==> src/rtl/hub75_pkg.sv <==
// hub75_pkg: shared scan states, panel polarities and pixel slicing helpers
package hub75_pkg;
  typedef enum logic [2:0] {IDLE, SHIFT_LO, SHIFT_HI, BLANK, LATCH, DISPLAY} scan_state_t;
  localparam logic OE_ACTIVE = 1'b0;
  localparam logic LATCH_ACTIVE = 1'b1;
  localparam int PIX_MAX = 48;
  function automatic int width_of(input int n);
    return n > 1 ? $clog2(n) : 1;
  endfunction
  function automatic logic [2:0] chan_bits(input logic [PIX_MAX-1:0] pix, input int cb, input int p);
    logic [5:0] b, g, r;
    b = 6'(p);
    g = 6'(cb + p);
    r = 6'(2 * cb + p);
    return {pix[r], pix[g], pix[b]};
  endfunction
endpackage

==> src/rtl/hub75_bcm_scanner_if.sv <==
// hub75_bcm_scanner_if: pixel request/response bus between scanner and pixel source
interface hub75_bcm_scanner_if
  import hub75_pkg::*;
#(
  parameter int NUM_COLS = 64,
  parameter int SCAN_RATE = 32,
  parameter int COLOR_BITS = 3
);
  logic [3*COLOR_BITS-1:0] pix_data0, pix_data1;
  logic pix_valid, pix_ready;
  logic [width_of(SCAN_RATE)-1:0] pix_row;
  logic [width_of(NUM_COLS)-1:0] pix_col;
  logic [width_of(COLOR_BITS)-1:0] pix_plane;
  modport master (input pix_data0, pix_data1, pix_valid, output pix_ready, pix_row, pix_col, pix_plane);
  modport slave (output pix_data0, pix_data1, pix_valid, input pix_ready, pix_row, pix_col, pix_plane);
endinterface

==> src/rtl/bcm_oe_timer.sv <==
// bcm_oe_timer: binary-weighted display interval, done on its final cycle
module bcm_oe_timer
  import hub75_pkg::*;
#(
  parameter int COLOR_BITS = 3,
  parameter int BASE_OE_CYCLES = 8,
  localparam int PW = width_of(COLOR_BITS),
  localparam int TW = width_of((BASE_OE_CYCLES << (COLOR_BITS - 1)) + 1)
)(
  input  logic clk,
  input  logic rst_n,
  input  logic load,
  input  logic run,
  input  logic [PW-1:0] plane,
  output logic done
);
  logic [TW-1:0] cnt;
  assign done = run && cnt == '0;
  // load the plane weight minus one, then count down while displaying
  always_ff @(posedge clk or negedge rst_n)
    if (!rst_n) cnt <= '0;
    else if (load) cnt <= TW'((BASE_OE_CYCLES << plane) - 1);
    else if (run && cnt != '0) cnt <= cnt - 1'b1;
endmodule

==> src/rtl/hub75_bcm_scanner.sv <==
// hub75_bcm_scanner: row/bit-plane scan engine driving HUB75 shift, latch and OE
module hub75_bcm_scanner
  import hub75_pkg::*;
#(
  parameter int NUM_COLS = 64,
  parameter int SCAN_RATE = 32,
  parameter int COLOR_BITS = 3,
  parameter int BASE_OE_CYCLES = 8,
  localparam int AW = width_of(SCAN_RATE),
  localparam int CW = width_of(NUM_COLS),
  localparam int PW = width_of(COLOR_BITS)
)(
  input  logic clk_in,
  input  logic rst_in_n,
  input  logic enable,
  hub75_bcm_scanner_if.master pix,
  output logic [AW-1:0] hub75_addr,
  output logic [2:0] hub75_rgb0,
  output logic [2:0] hub75_rgb1,
  output logic hub75_latch,
  output logic hub75_OE,
  output logic hub75_clk,
  output logic frame_done
);
  scan_state_t state, state_nxt;
  logic [AW-1:0] row;
  logic [CW-1:0] col;
  logic [PW-1:0] plane;
  logic ready, oe_done, last_col, last_row, last_plane;
  assign last_col = col == CW'(NUM_COLS - 1);
  assign last_row = row == AW'(SCAN_RATE - 1);
  assign last_plane = plane == PW'(COLOR_BITS - 1);
  assign pix.pix_ready = ready;
  assign pix.pix_row = row;
  assign pix.pix_col = col;
  assign pix.pix_plane = plane;
  bcm_oe_timer #(.COLOR_BITS(COLOR_BITS), .BASE_OE_CYCLES(BASE_OE_CYCLES)) u_timer (
    .clk(clk_in), .rst_n(rst_in_n), .load(state == LATCH), .run(state == DISPLAY),
    .plane(plane), .done(oe_done)
  );
  // scan state register
  always_ff @(posedge clk_in or negedge rst_in_n)
    if (!rst_in_n) state <= IDLE;
    else state <= state_nxt;
  // next scan state; enable only matters when a frame starts
  always_comb begin
    state_nxt = state;
    case (state)
      IDLE:     state_nxt = enable ? SHIFT_LO : IDLE;
      SHIFT_LO: state_nxt = pix.pix_valid ? SHIFT_HI : SHIFT_LO;
      SHIFT_HI: state_nxt = last_col ? BLANK : SHIFT_LO;
      BLANK:    state_nxt = LATCH;
      LATCH:    state_nxt = DISPLAY;
      DISPLAY:  state_nxt = !oe_done ? DISPLAY : (last_row && last_plane && !enable) ? IDLE : SHIFT_LO;
      default:  state_nxt = IDLE;
    endcase
  end
  // registered pins and row/col/plane counters, all decoded from the upcoming state
  always_ff @(posedge clk_in or negedge rst_in_n)
    if (!rst_in_n) begin
      ready <= 1'b0;
      hub75_clk <= 1'b0;
      hub75_latch <= !LATCH_ACTIVE;
      hub75_OE <= !OE_ACTIVE;
      frame_done <= 1'b0;
      hub75_addr <= '0;
      hub75_rgb0 <= '0;
      hub75_rgb1 <= '0;
      row <= '0;
      col <= '0;
      plane <= '0;
    end else begin
      ready <= state_nxt == SHIFT_LO;
      hub75_clk <= state_nxt == SHIFT_HI;
      hub75_latch <= state_nxt == LATCH ? LATCH_ACTIVE : !LATCH_ACTIVE;
      hub75_OE <= state_nxt == DISPLAY ? OE_ACTIVE : !OE_ACTIVE;
      frame_done <= oe_done && last_row && last_plane;
      if (state_nxt == LATCH) hub75_addr <= row;
      if (state == SHIFT_LO && pix.pix_valid) begin
        hub75_rgb0 <= chan_bits(PIX_MAX'(pix.pix_data0), COLOR_BITS, int'(plane));
        hub75_rgb1 <= chan_bits(PIX_MAX'(pix.pix_data1), COLOR_BITS, int'(plane));
      end
      if (state == SHIFT_HI) col <= last_col ? '0 : col + 1'b1;
      if (oe_done) begin
        plane <= last_plane ? '0 : plane + 1'b1;
        if (last_plane) row <= last_row ? '0 : row + 1'b1;
      end
    end
endmodule

==> src/flat_wrapper.sv <==
// flat-port wrapper written by rule: the top's interface ports become plain ports
module hub75_bcm_scanner_flat import hub75_pkg::*;
#(
  parameter int NUM_COLS = 64,
  parameter int SCAN_RATE = 32,
  parameter int COLOR_BITS = 3,
  parameter int BASE_OE_CYCLES = 8,
  localparam int AW = width_of(SCAN_RATE),
  localparam int CW = width_of(NUM_COLS),
  localparam int PW = width_of(COLOR_BITS)
)
  (clk_in, rst_in_n, enable, hub75_addr, hub75_rgb0, hub75_rgb1, hub75_latch, hub75_OE, hub75_clk, frame_done, pix_pix_data0, pix_pix_data1, pix_pix_valid, pix_pix_ready, pix_pix_row, pix_pix_col, pix_pix_plane);
  hub75_bcm_scanner_if #(.NUM_COLS(NUM_COLS), .SCAN_RATE(SCAN_RATE), .COLOR_BITS(COLOR_BITS)) pix_i ();
  input  logic clk_in;
  input  logic rst_in_n;
  input  logic enable;
  output logic [AW-1:0] hub75_addr;
  output logic [2:0] hub75_rgb0;
  output logic [2:0] hub75_rgb1;
  output logic hub75_latch;
  output logic hub75_OE;
  output logic hub75_clk;
  output logic frame_done;
  input wire logic [$bits(pix_i.pix_data0)-1:0] pix_pix_data0;
  input wire logic [$bits(pix_i.pix_data1)-1:0] pix_pix_data1;
  input wire logic [$bits(pix_i.pix_valid)-1:0] pix_pix_valid;
  output wire logic [$bits(pix_i.pix_ready)-1:0] pix_pix_ready;
  output wire logic [$bits(pix_i.pix_row)-1:0] pix_pix_row;
  output wire logic [$bits(pix_i.pix_col)-1:0] pix_pix_col;
  output wire logic [$bits(pix_i.pix_plane)-1:0] pix_pix_plane;
  assign pix_i.pix_data0 = pix_pix_data0;
  assign pix_i.pix_data1 = pix_pix_data1;
  assign pix_i.pix_valid = pix_pix_valid;
  assign pix_pix_ready = pix_i.pix_ready;
  assign pix_pix_row = pix_i.pix_row;
  assign pix_pix_col = pix_i.pix_col;
  assign pix_pix_plane = pix_i.pix_plane;
  hub75_bcm_scanner #(.NUM_COLS(NUM_COLS), .SCAN_RATE(SCAN_RATE), .COLOR_BITS(COLOR_BITS), .BASE_OE_CYCLES(BASE_OE_CYCLES)) u_core (.clk_in(clk_in), .rst_in_n(rst_in_n), .enable(enable), .pix(pix_i), .hub75_addr(hub75_addr), .hub75_rgb0(hub75_rgb0), .hub75_rgb1(hub75_rgb1), .hub75_latch(hub75_latch), .hub75_OE(hub75_OE), .hub75_clk(hub75_clk), .frame_done(frame_done));
endmodule
==> config.mk <==
export PLATFORM = sky130hd
export DESIGN_NAME = hub75_bcm_scanner_flat
export DESIGN_NICKNAME = d
export VERILOG_FILES = /design/src/rtl/hub75_pkg.sv /design/src/rtl/hub75_bcm_scanner_if.sv /design/src/rtl/bcm_oe_timer.sv /design/src/rtl/hub75_bcm_scanner.sv /design/src/flat_wrapper.sv
export SDC_FILE = /design/constraint.sdc
export NUM_CORES = 1
export LEC_CHECK = 0
export BUFFER_PORTS_ARGS = -buffer_cell sky130_fd_sc_hd__clkbuf_2
export CAP_MARGIN = 10
export CORE_UTILIZATION = 32
export DETAILED_ROUTE_END_ITERATION = 10
export PLACE_DENSITY = 0.56
export SLEW_MARGIN = 20
export SYNTH_ARGS = -nofsm -noshare
export SYNTH_HDL_FRONTEND = slang
export SYNTH_SLANG_ARGS = --single-unit
==> constraint.sdc <==
create_clock -name clk_in -period 2 [get_ports clk_in]
set_clock_uncertainty 0.15 [all_clocks]
set_input_delay 0.4 -clock clk_in [delete_from_list [all_inputs] [get_ports clk_in]]
set_output_delay 0.4 -clock clk_in [all_outputs]
set_load 0.02 [all_outputs]
== Yosys cells after proc, flatten, opt, wreduce, memory -nomap -nowiden ==
Index checks and enable logic that the tools add are counted.
Widths: inputs -> output; s select.
Cells by class
  add/sub/neg operators: 7
  multipliers: 0
  divide/modulo/power cells: 0
  magnitude comparators: 3
  equality and inequality tests: 12
  shift-type cells: 1
  muxes and demuxes: 25
  bitwise logic cells: 0
  reductions and logical operators: 13
Operators with widths (number)
  $bmux 1 s6: 4
  $mux 6: 3
  $pmux 3 s6: 1
  $lt 6x7->1 const B: 2
  $eq 3x3->1 const B: 4
  $mux 1: 10
  $eq 3x2->1 const B: 3
  $logic_and 1x1->1: 7
  $lt 2x7->1 const B: 1
  $add 6x1->6 const B: 1
  $eq 3x1->1 const B: 2
  $eq 6x6->1 const B: 1
  $logic_not 6->1: 1
  $mux 2: 3
  $reduce_bool 6->1: 1
  $shl 4x2->6 const A: 1
  $sub 6x1->6 const B: 1
  $sub 6x2->6 const B: 1
  $add 5x1->5 const B: 1
  $eq 5x5->1 const B: 1
  $mux 5: 1
  $add 3x2->4 const A: 1
  $bmux 1 s2: 2
  $add 2x2->3 const A: 1
  7 further kinds: 7
Word-level totals
  flip-flop bits (word level): 38
  bits in latches: 0
  memory bits (writable): 0
  memory bits (read-only): 0
  output and inout bits: 29
  memories kept: 0

== Depth between registers and ports, before layout ==
  depth in word-level cells: 8
  gate-level depth with buffers: 7

== Hierarchy ==
Synthesis repeated with hierarchy kept, for this count alone.
Unflattened totals
  cells, all modules: 174
  area total of the unflattened synthesis: 2020.7 um^2
By module, submodules not included
  hub75_bcm_scanner: times used 1, cells an instance 135, area each 1637.8 um^2, seq. area each 802.0 um^2
  bcm_oe_timer: times used 1, cells an instance 39, area each 382.9 um^2, seq. area each 150.1 um^2

== Worst setup path after synthesis ==
OpenSTA, ideal clock, no wires.
  path type: register to register
  start point: register u_core.plane[0] (netlist: u_core.pix.pix_plane[0])
  end point: register u_core.hub75_rgb0[1]
  data arrival time: 1985 ps
  data required time: 1724 ps
  slack: -261 ps
  cell stages (with the launch flop): 7
  buffers on the path: 1
  clock period less this slack: 2261 ps
  cells stage by stage: dfrtp_1 buf_2 inv_1 ha_1 mux4_2 mux2i_1 a21oi_1
On the way
  cells in the longest elaborated chain, start to end: 3
Ends and longest elaborated chain
  start, declared: line hub75_bcm_scanner.sv:28  | logic [PW-1:0] plane;
  start signal, assigned: line hub75_bcm_scanner.sv:85  | plane <= last_plane ? '0 : plane + 1'b1;
  $add 2x2->3: line hub75_pkg.sv:13  | g = 6'(cb + p);
  $bmux 1 s6: line hub75_pkg.sv:15  | return {pix[r], pix[g], pix[b]};
  $mux 1 (not written as such): line hub75_pkg.sv:15
  end signal, assigned: line hub75_bcm_scanner.sv:80  | hub75_rgb0 <= chan_bits(PIX_MAX'(pix.pix_data0), COLOR_BITS, int'(plane));
  end, declared: line hub75_bcm_scanner.sv:18  | output logic [2:0] hub75_rgb0,
No other way between the ends. The select of a mux whose other input is x is not followed.
A chain may end at the register's enable or synchronous reset.

== Worst setup path after layout ==
  start point: register u_core.row[0] (netlist: u_core.pix.pix_row[0])
  end point: register u_core.ready (netlist: u_core.pix.pix_ready)
On the way
  cells in the longest elaborated chain, start to end: 7
Ends and longest elaborated chain
  start, declared: line hub75_bcm_scanner.sv:26  | logic [AW-1:0] row;
  start signal, assigned: line hub75_bcm_scanner.sv:86  | if (last_plane) row <= last_row ? '0 : row + 1'b1;
  $eq 5x5->1: line hub75_bcm_scanner.sv:31  | assign last_row = row == AW'(SCAN_RATE - 1);
  $logic_and 1x1->1 (2 in series): line hub75_bcm_scanner.sv:54  | DISPLAY: state_nxt = !oe_done ? DISPLAY : (last_row && last_plane && !enable) ? IDLE : SHIFT_LO;
  $mux 1: line hub75_bcm_scanner.sv:54
  $mux 3: line hub75_bcm_scanner.sv:54
  $pmux 3 s6: line hub75_bcm_scanner.sv:48  | case (state)
  net u_core.state_nxt[0]: line hub75_bcm_scanner.sv:25  | scan_state_t state, state_nxt;
  $eq 3x1->1: line hub75_bcm_scanner.sv:73  | ready <= state_nxt == SHIFT_LO;
  end signal, assigned: line hub75_bcm_scanner.sv:61  | ready <= 1'b0;
  end signal, assigned: line hub75_bcm_scanner.sv:73
  end, declared: line hub75_bcm_scanner.sv:29  | logic ready, oe_done, last_col, last_row, last_plane;
The timed path passes the listed nets, and every way through them passes these cells.

==> key figures <==
Logic synthesis
  – Area share of the largest cell type after synthesis: 0.4559
  – Synthesized netlist net count: between 200 and 250
  – Number of unique standard cell types used by synthesis: 44
  – Synth Flop Type: dfrtp_1
  – Summed instance area of the synthesized netlist: roughly 0.002 mm^2
  – Leading cell type by number of instances after synthesis: dfrtp_1
  – Number of synthesized flops with an enable pin: 0
  – Fraction of synthesis flops using an asynchronous set or reset pin: 1.000
  – Share of the yosys chip area belonging to registers: 0.4689
  – Synth Warn #: 0
  – Biggest area contributors in the synthesized netlist: dfrtp_1 46%, mux4_2 6.7%, ha_1 6.2%, mux2_2 5.0%, mux2i_1 3.0%
  – Post-Syn Area per Cell: between 10 and 15 um^2
  – Instance count of the mapped netlist: 180
  – Post-synth top area cell: dfrtp_1
  – Post-synthesis register bit count: 38
  – Post-synth top cells: 37 x dfrtp_1, 15 x nor2_1, 14 x nand2_1, 10 x ha_1

Power and ir drop
  – Leakage: ~1.3 nW
  – Pwr per Cell Area: about 1300 mW/mm^2
  – VDD IR max: roughly 0.71 mV

Critical path
  – WS Path Type: reg2reg
  – Launch point of the worst path: u_core.pix.pix_row[0]
  – Crit-path cells: ha_1, and3_1, ha_1, nand2_1, o31a_1, a31o_1, nor3b_2
  – Cell type of the slowest stage on the worst timing path: dfrtp_1
  – Worst Setup Start Kind: register
  – Crit. End Element: register
  – CP Data Arrival Time: about 1.9 ns
  – CP bufs+invs: 0
  – Largest fanout of any net on the critical path: 4
  – Reg2Reg Depth: 7
  – Required time at the worst-slack endpoint: 2.03 ns
  – Slack of the worst reg-to-reg path: around 0.15 ns
  – Crit. path cell count: 7
  – Gate family responsible for the most delay along the worst path: compound AO/OA/AOI/OAI gates
  – Worst setup path endpoint: u_core.pix.pix_ready
  – Biggest cell delay along the critical path: roughly 0.36 ns
  – CP dominant cell by count: ha_1
  – Worst r2r src: u_core.pix.pix_row[0]
  – FF-to-FF End: u_core.pix.pix_ready

Timing
  – Share of the clock period used by the worst path: 0.9269
  – Total setup violations reported at the end of the flow: 0
  – Minimum period implied by the final worst setup slack: 1.854 ns
  – Upper clock frequency limit: 539.4 MHz
  – Fin. max-slew vios: 0
  – Max-slew headroom at the worst pin: 0.7087
  – Final hold vios: 0
  – RSZ-0062 raised after global routing: false
  – Final sum of negative setup slack: 0 ns
  – Slew at the pin closest to its max-slew limit: 0.4369 ns

Final layout
  – Final Cell Area: 0.002559 mm^2
  – Count of inserted antenna diode cells: 0
  – FILL cells: just under 600
  – Total area of sequential cells: ~950 um^2
  – Core Util, Final: 0.4246
  – Area used by multi-input combinational logic: roughly 0.0010 mm^2
  – Layout cells sized above 1: 0.3893
  – Synth-to-Final Area Change: 26.00%
  – Final net count: approximately 280

Drt
  – Total length of routed wires: between 4000 and 5000 um
  – Vias: roughly 1.6k
  – Detailed-route DRC error count: 0
  – Number of iterations in the first detailed-routing pass: 4
  – Post-route ant nets: 0
  – Vias per Instance: around 5
  – Iter 0 DRT Violations: 56
  – Per-cell routed wire length: 13.26 um

Placed design
  – GP Congestion: around 0.81
  – Dpl hpwl: around 3200 um
  – Post-DP Area: between 0.002 and 0.0025 mm^2
  – PortBufs: 50

Clocking
  – Clock tree sinks: 38
  – Latest clock arrival within the worst-skew pair: approximately 0.29 ns
  – Cell at the root of the clock tree: clkbuf_8
  – Clock transition at the registers of the reported paths: ~0.080 ns
  – Post-cts resize count: 0
  – Post-cts hold buffer count: 1
  – Count of H-tree levels built during CTS: 2
  – Number of CTS-inserted buffers: 5
  – Clock tree from TritonCTS: built
  – Maximum clock insertion buffer count: 2
  – Number of buffers added for setup after CTS: 0

Floorplan
  – Area of the die: 0.006668 mm^2
  – Horiz. Die Dim: roughly 80 um
  – Die Ht: a little over 80 um
  – I/O pin count: 51
  – Initial Utilization: 0.3370
  – Placement Rows: 28
  – Area of the core: between 0.006 and 0.007 mm^2

GRT
  – Overall fraction of global-route tracks in use: 0.1384
  – Global-route wire length before repair: ~7000 um
  – Leftover overflow at the end of global routing: 0
  – Antenna violations before repair: 0
  – Maximum number of pins on one net before global-route repair: 24
  – Via count of the first global-routing pass: between 1.5k and 2k

Outcome
  – Run status: finished, final reports clean

Worst hold path
  – Kind of path behind the tightest hold check: in2reg

Run
  – MaxCap Viol Count: 0
==> stage by stage <==
| step | worst slack, ns | power, mW | hold slack, ns | instances |
|---|---|---|---|---|
| floorplan | 0.03345 | 2.383 | -0.04559 | 180 |
| global route | 0.01467 | 3.650 | 0.2720 | 319 |
| detailed placement | 0.1695 | 2.854 | 0.2169 | 310 |
| finish | 0.1461 | 3.394 | 0.2590 | 319 |
| global placement | 0.2063 | 2.841 | 0.2261 | 310 |
| CTS | 0.1488 | 3.423 | 0.2492 | 319 |
==> registers in the layout, summed over array words and instances, names as in the netlist <==
name and flops:
u_core.pix.pix_ready 1, u_core.hub75_OE 1, u_core.hub75_latch 1, u_core.state 3, u_core.hub75_clk 1, u_core.pix.pix_col 6
u_core.hub75_rgb0 3, u_core.pix.pix_row 5, u_core.pix.pix_plane 2, u_core.hub75_addr 5, u_core.u_timer.cnt 6, u_core.frame_done 1
u_core.hub75_rgb1 3
==> cell type report <==
cell class / instances / area share
clock buffers: 6 / 0.03227
flip-flops and latches: 38 / 0.3731
well taps: 75 / 0.03667
repair buffers: 62 / 0.1389
multi-input cells: 127 / 0.4010
clock inverters: 2 / 0.004890
inverters: 9 / 0.01320
==> cells in the final DEF, fill, tap and decap left out, drive strengths merged, types with 2 or more instances in the layout <==
cell,instances
and3,3
clkbuf,56
nor3,3
nand2,14
nand3,7
mux2i,6
or3,3
nor3b,2
dfrtp,37
nor2b,3
nand4,2
buf,11
mux2,11
o211ai,2
nor2,15
inv,9
nand2b,3
xnor2,4
mux4,6
o21ai,12
and3b,2
ha,10
a21oi,7
==> how the worst min path moves through the flow <==
stage,start,end,cells after the start
floorplan,rst_in_n,u_core.frame_done,0
detailed placement,rst_in_n,u_core.u_timer.cnt[2],1
finish,pix_pix_data1[8],u_core.hub75_rgb1[2],3
global route,pix_pix_data1[8],u_core.hub75_rgb1[2],3
CTS,pix_pix_data1[8],u_core.hub75_rgb1[2],3
global placement,rst_in_n,u_core.u_timer.cnt[2],1
==> cells by family (layout without fill, tap and decap cells) <==
| group | Yosys count | in the layout | synth area share |
|---|---|---|---|
| and+or+nand+nor | 59 | 59 | 0.1657 |
| DFF | 38 | 38 | 0.4689 |
| AOI/OAI and AO/OA | 30 | 30 | 0.09304 |
| muxes | 23 | 23 | 0.1571 |
| buffers and inverters | 15 | 79 | 0.03204 |
| adders and majority gates | 10 | 10 | 0.06161 |
| xor gates and xnor gates | 5 | 5 | 0.02156 |
==> power by group <==
group          internal [mW]  switching, mW  leakage (nW)
combinational          0.762          0.879         0.731
clock                  0.277          0.281        0.0472
sequential              1.00          0.191         0.484
total                   2.04           1.35          1.26
==> tightest hold or removal path, stage by stage <==
cell,delay [ns]
clkbuf_2,0.08
a21oi_1,0.05
a21oi_1,0.13
==> layer usage <==
layer / GRT usage / wire, um / vias up
li1: - / - / 771
met1: 0.1945 / 2077 / 745
met2: 0.2067 / 1917 / 45
met3: 0.03444 / 187 / 6
met4: 0.04561 / 47 / 0
met5: 0 / 0 / -
Note: power is estimated with default switching activity, not from simulation.
